## src/rtl/bit_reverse_seq.sv

```systemverilog
`default_nettype none
// ============================================================================
// Module      : bit_reverse_seq
// Description : Multi-cycle bit reverser behind valid/ready handshakes.
//               Modes: 0 = reverse low m bits (STEP bits per cycle),
//               1 = reverse all W bits, 2 = per-byte reverse (brev8),
//               3 = pass-through. One operation in flight; the result is
//               held on out_data until the next result replaces it.
//               Optional macro BIT_REVERSE_ERR_EN: mode 0 with in_m > W
//               reports out_err=1 with a zero result instead of saturating.
// Revision    : 1.0 - initial release
// ============================================================================
module bit_reverse_seq #(
    parameter int W    = 32,
    parameter int STEP = 8,
    parameter int MW   = $clog2(W + 1)
) (
    input  logic          clk,
    input  logic          rst,
    input  logic          in_valid,
    output logic          in_ready,
    input  logic [W-1:0]  in_data,
    input  logic [MW-1:0] in_m,
    input  logic [1:0]    in_mode,
    output logic          out_valid,
    input  logic          out_ready,
    output logic [W-1:0]  out_data,
    output logic          out_err
);

    localparam logic [MW-1:0] c_W    = MW'(W);
    localparam logic [MW-1:0] c_STEP = MW'(STEP);
    localparam logic [W-1:0]  c_ONE  = {{(W-1){1'b0}}, 1'b1};

    typedef enum logic [1:0] {
        S_IDLE = 2'd0,
        S_RUN  = 2'd1,
        S_DONE = 2'd2
    } state_t;

    state_t         r_state;
    state_t         w_state_nxt;
    logic           w_accept;
    logic           w_exit;

    logic [W-1:0]   r_b;
    logic [1:0]     r_mode;
    logic [MW-1:0]  r_m;
    logic [MW-1:0]  r_idx;
    logic [W-1:0]   r_acc;
    logic [W-1:0]   r_out;

    logic [MW-1:0]  w_m_eff;
    logic [MW-1:0]  w_rem;
    logic [W-1:0]   w_rev;
    logic [W-1:0]   w_rev_m;
    logic [W-1:0]   w_hi;
    logic [W-1:0]   w_lo;
    logic [W-1:0]   w_mask;
    logic [W-1:0]   w_brev8;
    logic [W-1:0]   w_acc_nxt;

    // Full-width reversal of the latched operand; pure wiring.
    generate
        for (genvar gi = 0; gi < W; gi++) begin : g_rev
            assign w_rev[gi] = r_b[W-1-gi];
        end
    endgenerate

    // Per-byte reversal of the latched operand; pure wiring.
    generate
        for (genvar gn = 0; gn < W / 8; gn++) begin : g_byte
            for (genvar gb = 0; gb < 8; gb++) begin : g_bit
                assign w_brev8[8*gn+gb] = r_b[8*gn+7-gb];
            end
        end
    endgenerate

    // Low-m reversal: reversing all W bits and shifting down by W-m puts
    // b[j] at position m-1-j. Each RUN cycle copies only the STEP result
    // positions owned by source bits idx..idx+STEP-1 (clipped at m).
    assign w_rem   = r_m - r_idx;
    assign w_rev_m = w_rev >> (c_W - r_m);
    assign w_hi    = (c_ONE << w_rem) - c_ONE;
    assign w_lo    = (w_rem > c_STEP) ? ((c_ONE << (w_rem - c_STEP)) - c_ONE) : '0;
    assign w_mask  = w_hi & ~w_lo;

    // Next accumulator value for the current RUN cycle, selected by mode.
    always_comb begin
        w_acc_nxt = r_acc;
        case (r_mode)
            2'd0, 2'd1: w_acc_nxt = r_acc | (w_rev_m & w_mask);
            2'd2:       w_acc_nxt = w_brev8;
            default:    w_acc_nxt = r_b;
        endcase
    end

    // Modes 2/3 finish in one cycle; modes 0/1 finish once the remaining
    // source bits fit in one step (m=0 included).
    assign w_exit = r_mode[1] | (w_rem <= c_STEP);

    // Effective m captured at acceptance.
    always_comb begin
        w_m_eff = '0;
        case (in_mode)
            2'd0: begin
                if (in_m > c_W) begin
`ifdef BIT_REVERSE_ERR_EN
                    w_m_eff = '0;
`else
                    w_m_eff = c_W;
`endif
                end else begin
                    w_m_eff = in_m;
                end
            end
            2'd1:    w_m_eff = c_W;
            default: w_m_eff = '0;
        endcase
    end

    // State register.
    always_ff @(posedge clk) begin
        if (rst) r_state <= S_IDLE;
        else     r_state <= w_state_nxt;
    end

    // Next-state and handshake outputs.
    always_comb begin
        w_state_nxt = r_state;
        in_ready    = 1'b0;
        out_valid   = 1'b0;
        w_accept    = 1'b0;
        case (r_state)
            S_IDLE: begin
                in_ready = ~rst;
                w_accept = in_valid & ~rst;
                if (w_accept) w_state_nxt = S_RUN;
            end
            S_RUN: begin
                if (w_exit) w_state_nxt = S_DONE;
            end
            S_DONE: begin
                out_valid = 1'b1;
                if (out_ready) w_state_nxt = S_IDLE;
            end
            default: w_state_nxt = S_IDLE;
        endcase
    end

    // Operand latch, iteration and result capture.
    always_ff @(posedge clk) begin
        if (rst) begin
            r_b    <= '0;
            r_mode <= '0;
            r_m    <= '0;
            r_idx  <= '0;
            r_acc  <= '0;
            r_out  <= '0;
        end else if (w_accept) begin
            r_b    <= in_data;
            r_mode <= in_mode;
            r_m    <= w_m_eff;
            r_idx  <= '0;
            r_acc  <= '0;
        end else if (r_state == S_RUN) begin
            r_acc <= w_acc_nxt;
            r_idx <= r_idx + c_STEP;
            if (w_exit) r_out <= w_acc_nxt;
        end
    end

    assign out_data = r_out;

`ifdef BIT_REVERSE_ERR_EN
    logic r_err_op;
    logic r_err;

    // Error tracking: out-of-range m in mode 0 flags the result.
    always_ff @(posedge clk) begin
        if (rst) begin
            r_err_op <= 1'b0;
            r_err    <= 1'b0;
        end else if (w_accept) begin
            r_err_op <= (in_mode == 2'd0) && (in_m > c_W);
        end else if ((r_state == S_RUN) && w_exit) begin
            r_err <= r_err_op;
        end
    end

    assign out_err = r_err;
`else
    assign out_err = 1'b0;
`endif

endmodule
`default_nettype wire

```

## config.mk

```make
export PLATFORM = sky130hd
export DESIGN_NAME = bit_reverse_seq
export DESIGN_NICKNAME = d
export VERILOG_FILES = /design/src/rtl/bit_reverse_seq.sv
export SDC_FILE = /design/constraint.sdc
export NUM_CORES = 1
export LEC_CHECK = 0
export BUFFER_PORTS_ARGS = -buffer_cell sky130_fd_sc_hd__buf_4
export CAP_MARGIN = 20
export CORE_MARGIN = 2
export CORE_UTILIZATION = 55
export DETAILED_ROUTE_END_ITERATION = 10
export PLACE_DENSITY = 0.78
export SLEW_MARGIN = 20
export SYNTH_ARGS = -nofsm -noshare
export SYNTH_HDL_FRONTEND = slang
export SYNTH_SLANG_ARGS = --single-unit
```

## constraint.sdc

```tcl
create_clock -name clk -period 3.6 [get_ports clk]
set_input_delay 0.54 -clock clk [delete_from_list [all_inputs] [get_ports clk]]
set_output_delay 0.54 -clock clk [all_outputs]
set_load 0.02 [all_outputs]
```

==> impl_metrics.json, run 1 <==
{
  "p_seq_frac": 0.355,
  "timing.critical_path.required_ns": 3.89,
  "grt_first_pass_wirelength_mm": 51.8,
  "slew-limit-headroom": 0.366,
  "drive_gt1_frac": 0.209,
  "worst_pin_slew_ns": 0.951,
  "timing.max_cap.violations": 0,
  "synth_enable_flop_cells": 0,
  "synthTopCellsByCount": "207 x sky130_fd_sc_hd__nand2_1, 109 x sky130_fd_sc_hd__dfxtp_1, 92 x sky130_fd_sc_hd__o21ai_0",
  "worst_path_largest_cell_delay_ns": 0.72,
  "cpLargestDelayFamily": "compound AO/OA/AOI/OAI gates",
  "path_clk_slew_ns": 0.08,
  "finalSetupTns_ns": 0,
  "hpwl_mm": 26.3,
  "timing.setup.critical_path_class": "reg2reg",
  "nets": 1242,
  "setup_viol": 0,
  "grt_pass1_vias": 8716,
  "critical_path.startpoint_type": "flip-flop",
  "wl_mm": 34.5,
  "post-route-drc-count": 0,
  "grt_util_all_layers": 0.413,
  "synth-async-reset-ratio": 0,
  "proportion_of_netlist_area_held_by_the_largest_area_contributor": 0.251,
  "die_h_um": 130,
  "timing.critical_path.mode_cell": "sky130_fd_sc_hd__nor3_1",
  "synth_flop_cell": "sky130_fd_sc_hd__dfxtp_1",
  "yosys.area.top_type": "sky130_fd_sc_hd__dfxtp_1",
  "yosys.cell_types.count": 77,
  "yosysSeqAreaShare": 0.251,
  "clock_tree_from_tritoncts": "done",
  "pwr-share-clk": 0.280,
  "leakage_power_nw": 3.79,
  "post_syn_area_mm2": 0.00868,
  "layout_worst_path_cycle_share": 0.960,
  "row_count": 45,
  "dr.first_iter.drc_count": 1214,
  "cp_data_arrival_time_ns": 3.75,
  "finClkSkew_ns": 0.00800,
  "p_sw_frac": 0.389,
  "fp.dieW_um": 130,
  "cts.sink_count": 109,
  "status": "completed",
  "flow.area_growth_from_synthesis_pct": 16.6,
  "detail_route.vias_per_cell": 6.78,
  "min_path_type": "in2reg",
  "cp_cell_sequence": "inv_1, fa_1, xnor3_1, o211a_1, buf_12, nor2_1, a2111oi_1, buf_4, nor3_1, nor3_1",
  "syn_nets": 1165,
  "boundaryPins": 79,
  "num_antenna_cells": 0,
  "cts_root_buf": "sky130_fd_sc_hd__clkbuf_16",
  "finalMaxSlewViolations": 0,
  "kind_of_capture_point_of_the_worst_setup_path": "flip-flop",
  "yosys.cell_count.top_type": "sky130_fd_sc_hd__nand2_1",
  "synth_warnings": 0,
  "cellInternalPower_mw": 2.38,
  "syn-mean-instance-area_um2": 7.82,
  "core_region_area_mm2": 0.0153,
  "routedWlPerCell_um": 24.6,
  "drt-pass1-iter-count": 5,
  "finalWorstPathRequiredPeriod_ns": 3.46,
  "post_layout_nonfiller_instances": 1403,
  "grt_start_max_net_pins": 56,
  "cpMaxStageDelayCell": "sky130_fd_sc_hd__a2111oi_1",
  "p_comb_frac": 0.366,
  "crit_buf_inv": 3,
  "htree_num_levels": 3,
  "clk_latency_ns": 0.37,
  "yosys_register_bits": 109,
  "max-clock-path-buffers": 2,
  "port_buffers": 77,
  "detail-route-antenna-nets": 0,
  "globalRouteOverflowTotal": 0,
  "setup_repair_after_global_routing_missed_its_margin": "false",
  "synth_cells": 1110,
  "numPlacedInstances": 1386,
  "initial_antenna_violation_count": 0,
  "timing.fmax_ghz": 0.289,
  "critical_path.max_fanout": 16,
  "worst_ir_drop_on_vdd_mv": 0.296,
  "post_cts_hold_buffer_count": 0,
  "tritoncts.num_buffers": 9,
  "final-hold-violation-count": 0,
  "start_util": 0.567,
  "netlist_top_cells_area": "sky130_fd_sc_hd__dfxtp_1 25%, sky130_fd_sc_hd__mux4_2 9.9%, sky130_fd_sc_hd__nand2_1 9.0%, sky130_fd_sc_hd__mux2i_1 7.0%, sky130_fd_sc_hd__o21ai_0 5.3%",
  "switching_power_mw": 1.52,
  "powerDensity_mw_per_mm2": 386,
  "globalplace.congestion": 1.09,
  "vias": 9511,
  "die_area_mm2": 0.0168
}
==> tightest hold or removal path, stage by stage <==
cell,delay [ns]
sky130_fd_sc_hd__buf_4,0.08
sky130_fd_sc_hd__nand2_1,0.04
sky130_fd_sc_hd__nand2_1,0.04
==> power groups by stage <==
stage | logic (mW) | registers, mW | clock network, mW
CTS | 1.37 | 1.38 | 1.09
global placement | 1.35 | 1.40 | 0
floorplan | 0.859 | 1.36 | 0
global route | 1.50 | 1.39 | 1.13
finish | 1.43 | 1.38 | 1.09
detailed placement | 1.36 | 1.41 | 0
==> through the flow <==
| stage | instance area (µm²) | total power [mW] | hold slack [ns] | setup WS [ns] | utilization |
|---|---|---|---|---|---|
| floorplan | 8690 | 2.22 | 0.445 | 0.0506 | - |
| global placement | 9780 | 2.76 | 0.442 | 0.0682 | 0.638 |
| detailed placement | 9780 | 2.76 | 0.449 | 0.0125 | 0.638 |
| CTS | 10100 | 3.83 | 0.349 | 0.184 | 0.659 |
| global route | 10100 | 4.03 | 0.351 | 0.00245 | 0.661 |
| finish | 10100 | 3.90 | 0.353 | 0.144 | 0.661 |
==> layout make-up <==
class                           instances  area [µm²]
Multi-Input combinational cell        899        6100
Clock inverter                          6        77.6
Clock buffer                           10         239
Timing Repair Buffer                  157        1220
Inverter                               11        42.5
Tap cell                              211         264
Fill cell                            1326        5190
Sequential cell                       109        2190
==> state kept, by name, indices dropped and copies added, names as in the netlist <==
name	flops
out_data	32
r_m	6
r_b	32
r_state	2
r_idx	3
r_acc	32
r_mode	2
==> cells in the final DEF, fill, tap and decap left out, types with 5 or more instances in the layout <==
master                      count
sky130_fd_sc_hd__nor2_1        88
sky130_fd_sc_hd__nand3_1       24
sky130_fd_sc_hd__dfxtp_1      105
sky130_fd_sc_hd__o21ai_1        5
sky130_fd_sc_hd__nor2b_1       11
sky130_fd_sc_hd__o21ai_0       92
sky130_fd_sc_hd__xnor2_1       14
sky130_fd_sc_hd__or3_1          7
sky130_fd_sc_hd__a21oi_1       47
sky130_fd_sc_hd__mux2_2        10
sky130_fd_sc_hd__a21o_1         7
sky130_fd_sc_hd__o22ai_1        7
sky130_fd_sc_hd__nand4_1        7
sky130_fd_sc_hd__nand3b_1      38
sky130_fd_sc_hd__inv_1          9
sky130_fd_sc_hd__o31ai_1        6
sky130_fd_sc_hd__o2111ai_1      5
sky130_fd_sc_hd__clkbuf_16      9
sky130_fd_sc_hd__nand2b_1      10
sky130_fd_sc_hd__a211oi_1      20
sky130_fd_sc_hd__a311oi_1      11
sky130_fd_sc_hd__a31oi_1       14
sky130_fd_sc_hd__nor3_1        47
sky130_fd_sc_hd__ha_1           9
sky130_fd_sc_hd__o211ai_1      13
sky130_fd_sc_hd__mux4_2        38
sky130_fd_sc_hd__nand2_1      207
sky130_fd_sc_hd__mux2i_1       61
sky130_fd_sc_hd__xor2_1         8
sky130_fd_sc_hd__buf_4        154
sky130_fd_sc_hd__nor4_1         7
==> per-layer routing <==
layer,wire length [µm],GRT usage
met3,3950,0.111
met4,1840,0.180
met5,0,0
met2,15300,0.639
met1,13500,0.544
==> logic make-up after synthesis <==
kind of cell / Yosys count / synth area share
DFF: 109 / 0.251
other: 1 / 0.000432
adders and majority gates: 11 / 0.0167
xor gates and xnor gates: 26 / 0.0326
muxes: 109 / 0.182
AOI/OAI and AO/OA: 280 / 0.212
buffers and inverters: 102 / 0.0500
and+or+nand+nor: 472 / 0.255
==> path summary, 6_finish.rpt <==
path | from | endpoint | slack, ns | cells past startpoint
worst max-delay path | r_m[4] | r_acc[1] | 0.14 | 10
worst min-delay path | in_data[15] | r_b[15] | 0.35 | 3
worst max register to register | r_m[4] | r_acc[1] | 0.14 | 10
worst min register to register | out_data[4] | out_data[4] | 0.47 | 2
==> timing repair <==
item / in CTS / in global routing
gates resized for setup: 1 / 4
pin swaps: 0 / 0
endpoints found under the setup margin: 1 / 6
buffers inserted: 0 / 1
Power figures use the tool's default switching activity.
==> run 2, diff against run 1 <==
Settings changed: ABC_AREA set to 1, CORE_UTILIZATION 55 to 56, PLACE_DENSITY 0.78 to 0.79.
==> run 2 against run 1 <==
Final cell count grew 34%. Largest power group unchanged. Area after synthesis grew 5.0%. Count of clock-buffer cells in the layout shrank 1.
==> impl_metrics.json, run 2 <==
{
  "worst_pin_slew_ns": 1.08,
  "nets": 1718,
  "min_path_type": "in2reg",
  "critical_path_cell_count": 19,
  "synthTopCellsByCount": "448 x sky130_fd_sc_hd__nand2_1, 216 x sky130_fd_sc_hd__inv_1, 199 x sky130_fd_sc_hd__nand3_1",
  "die_h_um": 132,
  "timing.hold.worst_path_depth": 3,
  "timing.setup.critical_path_class": "reg2reg",
  "row_count": 46,
  "critical_path.max_fanout": 34,
  "powerDensity_mw_per_mm2": 454,
  "setup_slack_ns": 0.310,
  "final_util": 0.637,
  "finalWorstPathRequiredPeriod_ns": 3.29,
  "rr_startpoint": "r_m[3]",
  "synth_flop_cell": "sky130_fd_sc_hd__dfxtp_1",
  "mostFrequentLayoutCells": "448 x sky130_fd_sc_hd__nand2_1, 216 x sky130_fd_sc_hd__inv_1, 199 x sky130_fd_sc_hd__nand3_1",
  "timing.hold.ws_ns": 0.364,
  "die_area_mm2": 0.0173,
  "finClkSkew_ns": 0.0151,
  "dr.first_iter.drc_count": 1112,
  "start_util": 0.574,
  "finalSetupTns_ns": 0,
  "logic_depth_of_the_worst_register_to_register_path": 19,
  "cts_root_buf": "sky130_fd_sc_hd__clkbuf_16",
  "clk_latency_ns": 0.37,
  "grt_pass1_vias": 9552,
  "slew-limit-headroom": 0.276,
  "path_clk_slew_ns": 0.08,
  "hpwl_mm": 25.0,
  "setup_viol": 0,
  "vias": 10600,
  "netlist_top_cells_area": "sky130_fd_sc_hd__dfxtp_1 24%, sky130_fd_sc_hd__nand2_1 18%, sky130_fd_sc_hd__nand3_1 11%, sky130_fd_sc_hd__inv_1 8.9%, sky130_fd_sc_hd__nor2_1 8.1%",
  "detail-route-antenna-nets": 0,
  "post-route-drc-count": 0,
  "initial_antenna_violation_count": 1,
  "routedWlPerCell_um": 16.8,
  "worst_path_largest_cell_delay_ns": 0.40,
  "final-hold-violation-count": 0,
  "grt_util_all_layers": 0.364,
  "cpLargestDelayFamily": "simple AND/OR/NAND/NOR gates",
  "globalRouteOverflowTotal": 0,
  "timing.critical_path.required_ns": 3.92,
  "post_syn_area_mm2": 0.00911,
  "timing.hold.worst_endpoint": "r_b[23]",
  "finalMaxSlewViolations": 0,
  "timing.fmax_ghz": 0.304,
  "cpMaxStageDelayCell": "sky130_fd_sc_hd__fa_1",
  "syn_nets": 1684,
  "layout_worst_path_cycle_share": 0.914,
  "port_buffers": 77,
  "leakage_power_nw": 5.04,
  "grt_start_max_net_pins": 64,
  "cp_data_arrival_time_ns": 3.61,
  "setup_repair_after_global_routing_missed_its_margin": "false",
  "synth_warnings": 0,
  "htree_num_levels": 3,
  "globalplace.congestion": 1.08,
  "synth_cells": 1629,
  "kind_of_capture_point_of_the_worst_setup_path": "flip-flop",
  "syn-mean-instance-area_um2": 5.59,
  "timing.max_cap.violations": 0,
  "rr_endpoint": "out_data[9]",
  "yosys.cell_types.count": 45,
  "tritoncts.num_buffers": 9,
  "proportion_of_netlist_area_held_by_the_largest_area_contributor": 0.239,
  "final_common_cell": "sky130_fd_sc_hd__nand2_1",
  "num_antenna_cells": 0,
  "cts.sink_count": 109,
  "status": "completed",
  "holdCritStartpoint": "in_data[23]",
  "yosysSeqAreaShare": 0.239,
  "worst_ir_drop_on_vdd_mv": 0.340,
  "core_region_area_mm2": 0.0159,
  "fp.dieW_um": 132,
  "reg2reg_setup_slack_ns": 0.31,
  "preCtsSetupSlack_ns": 0.300,
  "crit_buf_inv": 4,
  "clock_tree_from_tritoncts": "done",
  "synth_enable_flop_cells": 0,
  "cp_cell_sequence": "inv_1, ha_1, fa_1, inv_1, nand2_1, nand2_1, nand2_2, nand2_4, buf_12, nand2_1, nor2_1, nand3_1, nand3_1, nand3_1, o21ai_1, nand2_1, nand3_1, nand2_1, inv_1",
  "grt_first_pass_wirelength_mm": 50.1,
  "yosys.cell_count.top_type": "sky130_fd_sc_hd__nand2_1",
  "boundaryPins": 79,
  "wl_mm": 31.7,
  "synth-async-reset-ratio": 0,
  "drt-pass1-iter-count": 9,
  "yosys_register_bits": 109,
  "yosys.area.top_type": "sky130_fd_sc_hd__dfxtp_1",
  "timing.critical_path.mode_cell": "sky130_fd_sc_hd__nand2_1",
  "max-clock-path-buffers": 2,
  "flow.area_growth_from_synthesis_pct": 11.0,
  "drive_gt1_frac": 0.118,
  "detail_route.vias_per_cell": 5.63,
  "critical_path.startpoint_type": "flip-flop"
}
## run 2: worst max-delay path by stage
stage                         to   start  slack [ns]
finish               out_data[9]  r_m[3]        0.31
floorplan              r_acc[28]  r_m[3]        0.57
global route           r_acc[18]  r_m[3]        0.02
CTS                    r_acc[16]  r_m[3]        0.30
global placement       r_acc[16]  r_m[3]        0.29
detailed placement  out_data[16]  r_m[3]        0.30
## run 2: logic make-up after synthesis
kind of cell    count (synthesis)  synth area share
simple gates                  909             0.427
flops                         109             0.239
compound gates                269             0.162
fa+ha+maj                      11            0.0159
other cells                     1          0.000412
mux                             4           0.00439
xor+xnor                       10            0.0104
buf+inv                       316             0.140
## run 2: timing repair
item	CTS	global route
endpoints found under the setup margin	0	3
setup buffers	0	0
resized for setup	0	2
hold buffers	0	0
## run 2: cell type report
class,instances,area [µm²]
multi-input cells,1204,5670
clock inverters,7,78.8
fillers,1614,5770
clock buffers,9,225
inverters,238,896
flip-flops and latches,109,2180
well taps,216,270
repair buffers,101,796
## run 2: stage by stage
step	total power [mW]	cell area, µm²	cells
3_5_place_dp	3.52	9810	1868
5_1_grt	4.89	10100	1884
3_3_place_gp	3.50	9810	1868
6_report	4.60	10100	1884
2_1_floorplan	2.94	9110	1629
4_1_cts	4.55	10100	1884
## run 2: metal layers
metal	routed length, µm	vias to the layer above	track usage	part of all wire
met5	12	-	0	0.00038
met4	1890	2	0.196	0.060
met3	2790	93	0.0756	0.088
met2	13600	470	0.567	0.43
met1	13400	4793	0.472	0.42
li1	-	5253	-	-
## run 2: worst reg2reg max path, cell delays in order, from the launching register on
cell                      delay [ns]
sky130_fd_sc_hd__dfxtp_1        0.33
sky130_fd_sc_hd__inv_1          0.09
sky130_fd_sc_hd__ha_1           0.22
sky130_fd_sc_hd__fa_1           0.40
sky130_fd_sc_hd__inv_1          0.09
sky130_fd_sc_hd__nand2_1        0.06
sky130_fd_sc_hd__nand2_1        0.08
sky130_fd_sc_hd__nand2_2        0.06
sky130_fd_sc_hd__nand2_4        0.22
sky130_fd_sc_hd__buf_12         0.22
sky130_fd_sc_hd__nand2_1        0.33
sky130_fd_sc_hd__nor2_1         0.25
sky130_fd_sc_hd__nand3_1        0.14
sky130_fd_sc_hd__nand3_1        0.11
sky130_fd_sc_hd__nand3_1        0.11
sky130_fd_sc_hd__o21ai_1        0.18
sky130_fd_sc_hd__nand2_1        0.11
sky130_fd_sc_hd__nand3_1        0.12
sky130_fd_sc_hd__nand2_1        0.06
sky130_fd_sc_hd__inv_1          0.04
## run 2: power by group
group | internal [mW] | switching [mW]
combinational | 0.701 | 1.45
clock | 0.496 | 0.532
sequential | 1.35 | 0.0676
